File: src/rtl/perf_ctrl_pkg.sv
// rtl/perf_ctrl_pkg.sv - shared CPU definitions: perf FSM states, counter width, LED display ops
//
// Purpose:
//   Holds the constants that the performance controller, the CPU glue and the
//   LED display block must agree on: FSM state encodings, the default
//   statistics counter width and the display-op codes used to select which
//   statistic is shown.
package perf_ctrl_pkg;

  // Default width of every statistics counter.
  localparam int unsigned CNT_WIDTH_DEFAULT = 32;

  // FSM state encodings. These are plain constants so that older display
  // logic can compare against them without depending on an enum type.
  localparam int unsigned STATE_W = 2;
  localparam logic [STATE_W-1:0] ST_IDLE   = 2'd0;
  localparam logic [STATE_W-1:0] ST_RUN    = 2'd1;
  localparam logic [STATE_W-1:0] ST_PAUSED = 2'd2;
  localparam logic [STATE_W-1:0] ST_HALTED = 2'd3;

  // Operation codes understood by the LED display block.
  typedef enum logic [2:0] {
    LED_OP_STATE  = 3'd0,
    LED_OP_TOTAL  = 3'd1,
    LED_OP_UNCOND = 3'd2,
    LED_OP_COND   = 3'd3,
    LED_OP_BUBBLE = 3'd4,
    LED_OP_BLANK  = 3'd7
  } led_op_e;

  // Retirement events reported by the pipeline in one cycle.
  typedef struct packed {
    logic uncond_br;
    logic cond_br_taken;
    logic bubble;
  } perf_events_t;

  // True when the pipeline is allowed to advance.
  function automatic logic is_running(input logic [STATE_W-1:0] st);
    return st == ST_RUN;
  endfunction

endpackage

File: src/rtl/perf_ctrl_sat_counter.sv
// rtl/perf_ctrl_sat_counter.sv - saturating up-counter used for every statistic
//
// Purpose:
//   Counts clock edges on which inc is high. The count sticks at all-ones
//   rather than wrapping, so a long run never displays a small bogus value.
//
// Ports:
//   clk    in   system clock, rising edge
//   rst    in   asynchronous active-low reset, clears the count
//   inc    in   add one on this edge (ignored once saturated)
//   count  out  registered count value, WIDTH bits
module sat_counter
  import perf_ctrl_pkg::*;
#(
  parameter int unsigned WIDTH = CNT_WIDTH_DEFAULT
) (
  input  logic             clk,
  input  logic             rst,
  input  logic             inc,
  output logic [WIDTH-1:0] count
);

  localparam logic [WIDTH-1:0] CNT_ONE = {{(WIDTH-1){1'b0}}, 1'b1};
  localparam logic [WIDTH-1:0] CNT_MAX = {WIDTH{1'b1}};

  logic [WIDTH-1:0] count_q;
  logic [WIDTH-1:0] count_d;

  always_comb begin
    count_d = count_q;
    if (inc && (count_q != CNT_MAX)) begin
      count_d = count_q + CNT_ONE;
    end
  end

  always_ff @(posedge clk or negedge rst) begin
    if (!rst) begin
      count_q <= '0;
    end else begin
      count_q <= count_d;
    end
  end

  assign count = count_q;

endmodule

File: src/rtl/perf_ctrl.sv
// rtl/perf_ctrl.sv - run/pause/halt controller and retirement statistics for the CPU
//
// Purpose:
//   Gates the CPU pipeline with cpu_enable according to a four-state FSM
//   (IDLE, RUN, PAUSED, HALTED) driven by the go switch and WB-stage
//   syscalls, and counts run cycles, unconditional jumps, taken conditional
//   branches and bubbles while running.
//
// Ports:
//   clk                 in   divided CPU clock, rising edge
//   rst                 in   asynchronous active-low reset
//   go                  in   run/resume level; only a fresh rising edge acts
//   halt_req            in   halt syscall retiring this cycle
//   pause_req           in   display/pause syscall retiring this cycle
//   uncond_br           in   unconditional jump retired this cycle
//   cond_br_taken       in   taken conditional branch retired this cycle
//   bubble              in   pipeline bubble inserted this cycle
//   cpu_enable          out  pipeline advance enable (state == RUN)
//   state               out  current FSM state for display
//   total_cycles        out  RUN cycle count
//   uncondi_branch_num  out  unconditional jump count
//   condi_branch_num    out  taken conditional branch count
//   bubble_num          out  bubble count
module perf_ctrl
  import perf_ctrl_pkg::*;
#(
  parameter int unsigned CNT_WIDTH = CNT_WIDTH_DEFAULT
) (
  input  logic                 clk,
  input  logic                 rst,
  input  logic                 go,
  input  logic                 halt_req,
  input  logic                 pause_req,
  input  logic                 uncond_br,
  input  logic                 cond_br_taken,
  input  logic                 bubble,
  output logic                 cpu_enable,
  output logic [STATE_W-1:0]   state,
  output logic [CNT_WIDTH-1:0] total_cycles,
  output logic [CNT_WIDTH-1:0] uncondi_branch_num,
  output logic [CNT_WIDTH-1:0] condi_branch_num,
  output logic [CNT_WIDTH-1:0] bubble_num
);

  logic [STATE_W-1:0] state_q;
  logic [STATE_W-1:0] state_d;
  logic               go_q;
  logic               go_armed_q;
  logic               go_armed_d;
  logic               go_rise_q;
  logic               go_rise_d;
  logic               running;
  perf_events_t       events;

  // go edge detection. go_armed_q only sets once go has been seen low after
  // reset, so a switch left high across reset cannot start the CPU. The
  // detected edge is registered, which makes the FSM react one cycle after
  // go first samples high.
  assign go_armed_d = go_armed_q | ~go;
  assign go_rise_d  = go & ~go_q & go_armed_q;

  always_ff @(posedge clk or negedge rst) begin
    if (!rst) begin
      go_q       <= 1'b0;
      go_armed_q <= 1'b0;
      go_rise_q  <= 1'b0;
    end else begin
      go_q       <= go;
      go_armed_q <= go_armed_d;
      go_rise_q  <= go_rise_d;
    end
  end

  // Halt beats pause when both retire together; HALTED only leaves on reset.
  always_comb begin
    state_d = state_q;
    case (state_q)
      ST_IDLE: begin
        if (go_rise_q) state_d = ST_RUN;
      end
      ST_RUN: begin
        if (halt_req)       state_d = ST_HALTED;
        else if (pause_req) state_d = ST_PAUSED;
      end
      ST_PAUSED: begin
        if (go_rise_q) state_d = ST_RUN;
      end
      ST_HALTED: begin
        state_d = ST_HALTED;
      end
      default: begin
        state_d = ST_IDLE;
      end
    endcase
  end

  always_ff @(posedge clk or negedge rst) begin
    if (!rst) begin
      state_q <= ST_IDLE;
    end else begin
      state_q <= state_d;
    end
  end

  assign running    = is_running(state_q);
  assign cpu_enable = running;
  assign state      = state_q;

  // Events only count while running; the cycle that retires halt/pause is
  // still a RUN cycle and is counted.
  assign events.uncond_br     = running & uncond_br;
  assign events.cond_br_taken = running & cond_br_taken;
  assign events.bubble        = running & bubble;

  sat_counter #(.WIDTH(CNT_WIDTH)) u_total_cnt (
    .clk   (clk),
    .rst   (rst),
    .inc   (running),
    .count (total_cycles)
  );

  sat_counter #(.WIDTH(CNT_WIDTH)) u_uncond_cnt (
    .clk   (clk),
    .rst   (rst),
    .inc   (events.uncond_br),
    .count (uncondi_branch_num)
  );

  sat_counter #(.WIDTH(CNT_WIDTH)) u_cond_cnt (
    .clk   (clk),
    .rst   (rst),
    .inc   (events.cond_br_taken),
    .count (condi_branch_num)
  );

  sat_counter #(.WIDTH(CNT_WIDTH)) u_bubble_cnt (
    .clk   (clk),
    .rst   (rst),
    .inc   (events.bubble),
    .count (bubble_num)
  );

endmodule

File: config.mk
export PLATFORM = sky130hd
export DESIGN_NAME = perf_ctrl
export DESIGN_NICKNAME = d
export VERILOG_FILES = /design/src/rtl/perf_ctrl_pkg.sv /design/src/rtl/perf_ctrl_sat_counter.sv /design/src/rtl/perf_ctrl.sv
export SDC_FILE = /design/constraint.sdc
export NUM_CORES = 1
export LEC_CHECK = 0
export ABC_AREA = 0
export BUFFER_PORTS_ARGS = -buffer_cell sky130_fd_sc_hd__buf_2
export CAP_MARGIN = 20
export CORE_MARGIN = 1.5
export CORE_UTILIZATION = 55
export DETAILED_ROUTE_END_ITERATION = 10
export PLACE_DENSITY = 0.8
export REMOVE_ABC_BUFFERS = 1
export SYNTH_ARGS = -nofsm -noshare
export SYNTH_HDL_FRONTEND = slang
export SYNTH_SLANG_ARGS = --single-unit
File: constraint.sdc
create_clock -name clk -period 2.4 [get_ports clk]
set_input_delay 0.36 -clock clk [delete_from_list [all_inputs] [get_ports clk]]
set_output_delay 0.36 -clock clk [all_outputs]
set_load 0.005 [all_outputs]
; Yosys cells after proc, flatten, opt, wreduce, memory -nomap -nowiden
; Index checks and enable logic that the tools add are counted.
[word_totals]
regBits = 133
inputBits = 8
wordCells = 40
[classes]
add_sub_neg = 4
eq_ne = 9
n_mux = 4
bitwise = 8
n_reduce_logical = 7
[ops]
columns = cell, count
row1 = adder 32 x 1 -> 32 bit (second input constant), 4
row2 = inequality test 32 bit (second input constant), 4
row3 = 2-to-1 mux 2 bit, 3
row4 = case mux 2 bit (3 select lines), 1
row5 = bitwise AND 1 bit, 5
row6 = == test 2 bit (second input constant), 2
row7 = logical AND 1 bit, 4
row8 = inequality test 3 bit (second input constant), 1
row9 = == test 2 x 1 -> 1 bit (second input constant), 1
row10 = logical NOT 2 bit, 1
row11 = inequality test 2 x 1 -> 1 bit (second input constant), 1
row12 = inverter 1 bit, 2
row13 = AND reduction 2 bit, 1
row14 = OR reduction 2 bit, 1
row15 = OR 1 bit, 1

; Logic depth before layout (Yosys ltp)
[depth]
ltp_word = 4
ltp_mapped = 7
ltp_nobuf = 6

; Modules after synthesis
; Synthesis repeated with hierarchy kept, for this count alone.
[hier_totals]
cells_unflattened = 623
area_unflattened_um2 = 6701.4
[by_module_without_submodules]
columns = mod, n_inst, cells_each, area_each_um2, seq_area_each_um2
row1 = sat_counter, 4, 151, 1624.1, 800.8
row2 = perf_ctrl, 1, 19, 205.2, 125.1

; Least setup slack after synthesis
; OpenSTA, ideal clock, no wires.
[synth_path]
path_kind = register -> register
from = reg state_q[1] (netlist: state[1])
to = reg u_cond_cnt.count_q[26] (netlist: u_cond_cnt.count[26])
setup_ps = 123
t_arrival_ps = 1795
required_time_ps = 2277
setup_slack_ps = 482
path_stages_with_launch = 6
period_less_slack_ps = 1918
cell_sequence = dfrtp_1 -> nand3b_1 -> or4_4 -> a211oi_4 -> nand4_1 -> xnor2_1
[synth_between]
elab_chain_cells = 3
[synth_rtl]
columns = element, line_no
row1 = from (decl), perf_ctrl.sv:45  ; logic [STATE_W-1:0] state_q;
row2 = from (signal assigned), perf_ctrl.sv:101  ; state_q <= state_d;
row3 = == test 2 x 1 -> 1 bit, perf_ctrl_pkg.sv:40  ; return st == ST_RUN;
row4 = bitwise AND 1 bit, perf_ctrl.sv:112  ; assign events.cond_br_taken = running & cond_br_taken;
row5 = logical AND 1 bit, perf_ctrl_sat_counter.sv:31  ; if (inc && (count_q != CNT_MAX)) begin
row6 = to (signal assigned), perf_ctrl_sat_counter.sv:40  ; count_q <= count_d;
row7 = to (decl), perf_ctrl_sat_counter.sv:26  ; logic [WIDTH-1:0] count_q;
; No other way between the ends.
; A chain may end at the register's enable or synchronous reset.

; Final worst setup path
[layout_path]
from = reg state_q[1] (netlist: state[1])
to = reg u_cond_cnt.count_q[25] (netlist: u_cond_cnt.count[25])
; The elaborated chain is that of the path after synthesis.

==> impl_metrics.py <==
metrics = {
    "run_status": {
        "status": "complete, no violations",
    },
    "place": {
        "gp_congestion": 0.8048,
        "dp_hpwl_um": 10620,
        "port_buffers": 138,
        "place_area_um2": 7461,
        "pre_cts_ws_ps": 267.3,
    },
    "die": {
        "initial_core_util_pct": 56.66,
        "coreArea_um2": 11470,
        "die_w_um": 111.7,
        "rows": 39,
        "die_h_um": 111.7,
        "io_pins": 139,
        "dieArea_um2": 12470,
    },
    "cts": {
        "cts_sinks": 133,
        "post_cts_buffers": 0,
        "cts_hold_buf": 1,
        "clk_path_buf_depth": 2,
        "clk_pin_slew_ps": 60,
        "cts_buffers": 17,
        "cts_tree": "yes",
        "ctsResizeCount": 0,
        "clkLatencyLatePin_ps": 420,
        "cts_max_level": 4,
        "cts_root_buffer": "clkbuf_16",
    },
    "worst_setup_path": {
        "critPathLaunchType": "flop",
        "r2r_setup_slack_ps": 270,
        "endpoint_kind": "flop",
        "worstPathRequired_ps": 2700,
        "slowest_delay_ps": 600,
        "r2r_start": "state[1]",
        "cp.arrival_ps": 2420,
        "crit_fanout": 9,
        "r2r_cells": 5,
        "criticalPathCategory": "flop to flop",
        "cp_slowest_cell": "or4_1",
        "cp_cell_sequence": "nand3b_1, or4_1, a41oi_2, nand4_1, xnor2_1",
        "rr_endpoint": "u_cond_cnt.count[25]",
    },
    "global_routing": {
        "grt-ovfl-total": 0,
        "antenna_found_initial": 1,
        "grt_pass1_vias": 5188,
        "grt_max_degree": 69,
        "grt_pass1_wl_um": 25060,
        "grt_usage_pct": 24.88,
    },
    "synth": {
        "syn_inst": 611,
        "avgSynthCellArea_um2": 10.63,
        "synth_seq_area_share_pct": 51.22,
        "syn-cell-area_um2": 6497,
        "synth_largest_area_cell": "dfrtp_1",
        "synth_warnings": 0,
        "ys_ff_latch": 133,
        "netlist_top_cells_area": "dfrtp_1, xnor2_1, nand4_1",
        "ys_types": 56,
        "synth.top_cell.area_share_pct": 51.22,
    },
    "power": {
        "p_per_area_nw_per_um2": 593.0,
        "vdd_drop_max_mv": 0.5124,
        "p_leak_nw": 3.904,
    },
    "sta": {
        "layout_setup_ws_ps": 272.1,
        "final_hold_viol_count": 0,
        "finalCritPeriodShare_pct": 88.66,
        "final-setup-viol-count": 0,
        "fmax_ghz": 0.4700,
        "maxSlewHeadroom_pct": 62.56,
        "tightest_slew_ps": 557.3,
        "fin_skew_ps": 6.284,
        "slew_violations": 0,
        "setup_tns_ps": 0,
        "rsz0062_at_grt": "no",
        "min_period_ps": 2128,
    },
    "worst_hold_path": {
        "worstHoldStart": "go",
        "worstHoldPathCells": 1,
        "min_path_type": "input port to flop",
        "min_to": "go_q",
    },
    "cells_and_area": {
        "final_common_cell": "buf_2",
        "area_growth_syn_to_layout_pct": 23.45,
        "final_area_um2": 8021,
        "final_util_pct": 69.95,
        "antenna_cells": 0,
        "final_cell_mix": "buf_2, dfrtp_1, xnor2_1, nand2_1, nand4_1",
        "finalNetCount": 787,
        "drive_above_1_share_pct": 25.57,
    },
    "route": {
        "vias": 5316,
        "via_per_inst": 5.722,
        "ant_nets": 0,
        "wl_per_cell_um": 16.10,
        "wl_um": 14960,
        "drtIter0Drc": 333,
        "route.detailed.drc": 0,
        "drtPass1Iterations": 5,
    },
    "flow_run": {
        "drv_cap": 0,
    },
}
## worst max-delay path by stage
stage / from / slack, ps / endpoint / cells after the start
floorplan: u_uncond_cnt.count[12] / 230 / u_uncond_cnt.count[1] / 5
global placement: state[1] / 340 / u_cond_cnt.count[25] / 5
detailed placement: state[1] / 270 / u_cond_cnt.count[12] / 5
CTS: state[1] / 260 / u_cond_cnt.count[17] / 5
global route: state[1] / 130 / u_cond_cnt.count[25] / 5
finish: state[1] / 270 / u_cond_cnt.count[25] / 5
## per-stage QoR
stage,total power [mW],hold WS (ps),instances
after CTS,4.796,70.85,929
final,4.757,80.48,929
after global placement,2.346,186.2,898
after floorplan,2.287,64.41,602
after detailed placement,2.348,188.7,898
after global routing,4.896,74.01,929
## layer usage
layer  track usage, %  part of all wire (%)
met5                0                 0.047
met4            8.439                   1.4
met3            7.022                   6.4
met2            39.59                    48
met1            33.03                    44
## flip-flops by register name, indices dropped and copies added (netlist names)
register,count
go_armed_q,1
u_bubble_cnt.count,32
u_uncond_cnt.count,32
state,2
go_rise_q,1
u_total_cnt.count,32
go_q,1
u_cond_cnt.count,32
## power by group
part / total (mW) / internal [mW] / switching (mW) / leakage, nW
clock: 2.45 / 1.57 / 0.886 / 0.271
combinational: 0.0592 / 0.0129 / 0.0463 / 1.79
sequential: 2.25 / 2.25 / 0.000579 / 1.84
## cell families (layout without fill, tap and decap cells)
logic type / Yosys count / after routing / synth area share (%)
multiplexers: 6 / 6 / 1.040
adder cells (fa/ha/maj): 4 / 4 / 0.7703
AND/OR/NAND/NOR: 306 / 306 / 25.67
buffers and inverters: 18 / 193 / 1.232
AO/OA/AOI/OAI: 27 / 27 / 4.294
XOR/XNOR: 117 / 117 / 15.77
flip-flops: 133 / 133 / 51.22
## critical path, delay by kind of cell, from the launching register on
kind | cells | cell delay, ps
XOR/XNOR | 1 | 150
flip-flops | 1 | 470
AND/OR/NAND/NOR | 3 | 1030
AO/OA/AOI/OAI | 1 | 360
## cell usage after synthesis, drive strengths merged
library cell,n
mux2,6
o311ai,1
nor3,30
nor4,7
nand4,58
a2111oi,1
o311a,1
o41ai,2
or4,3
xor2,31
o21ai,2
or3,10
nand3,52
buf,5
a211oi,3
o31ai,2
o2111ai,3
nand4b,2
nor3b,1
and2,7
or2,3
nand2b,1
nor2,36
nor2b,2
and4,7
nand3b,3
o21a,2
a41o,1
and3b,1
a31oi,3
o31a,1
o211ai,3
xnor2,86
clkbuf,4
dfrtp,133
ha,4
and3,21
nand2,62
a41oi,1
inv,9
a21oi,1
## final cells by class
type	count	area [um^2]
Fill cell	889	3446
Sequential cell	133	3328
Multi-Input combinational cell	460	3089
Timing Repair Buffer	154	840.8
Clock buffer	25	475.5
Tap cell	143	178.9
Clock inverter	5	75.07
Inverter	9	33.78
Power figures use the tool's default switching activity.
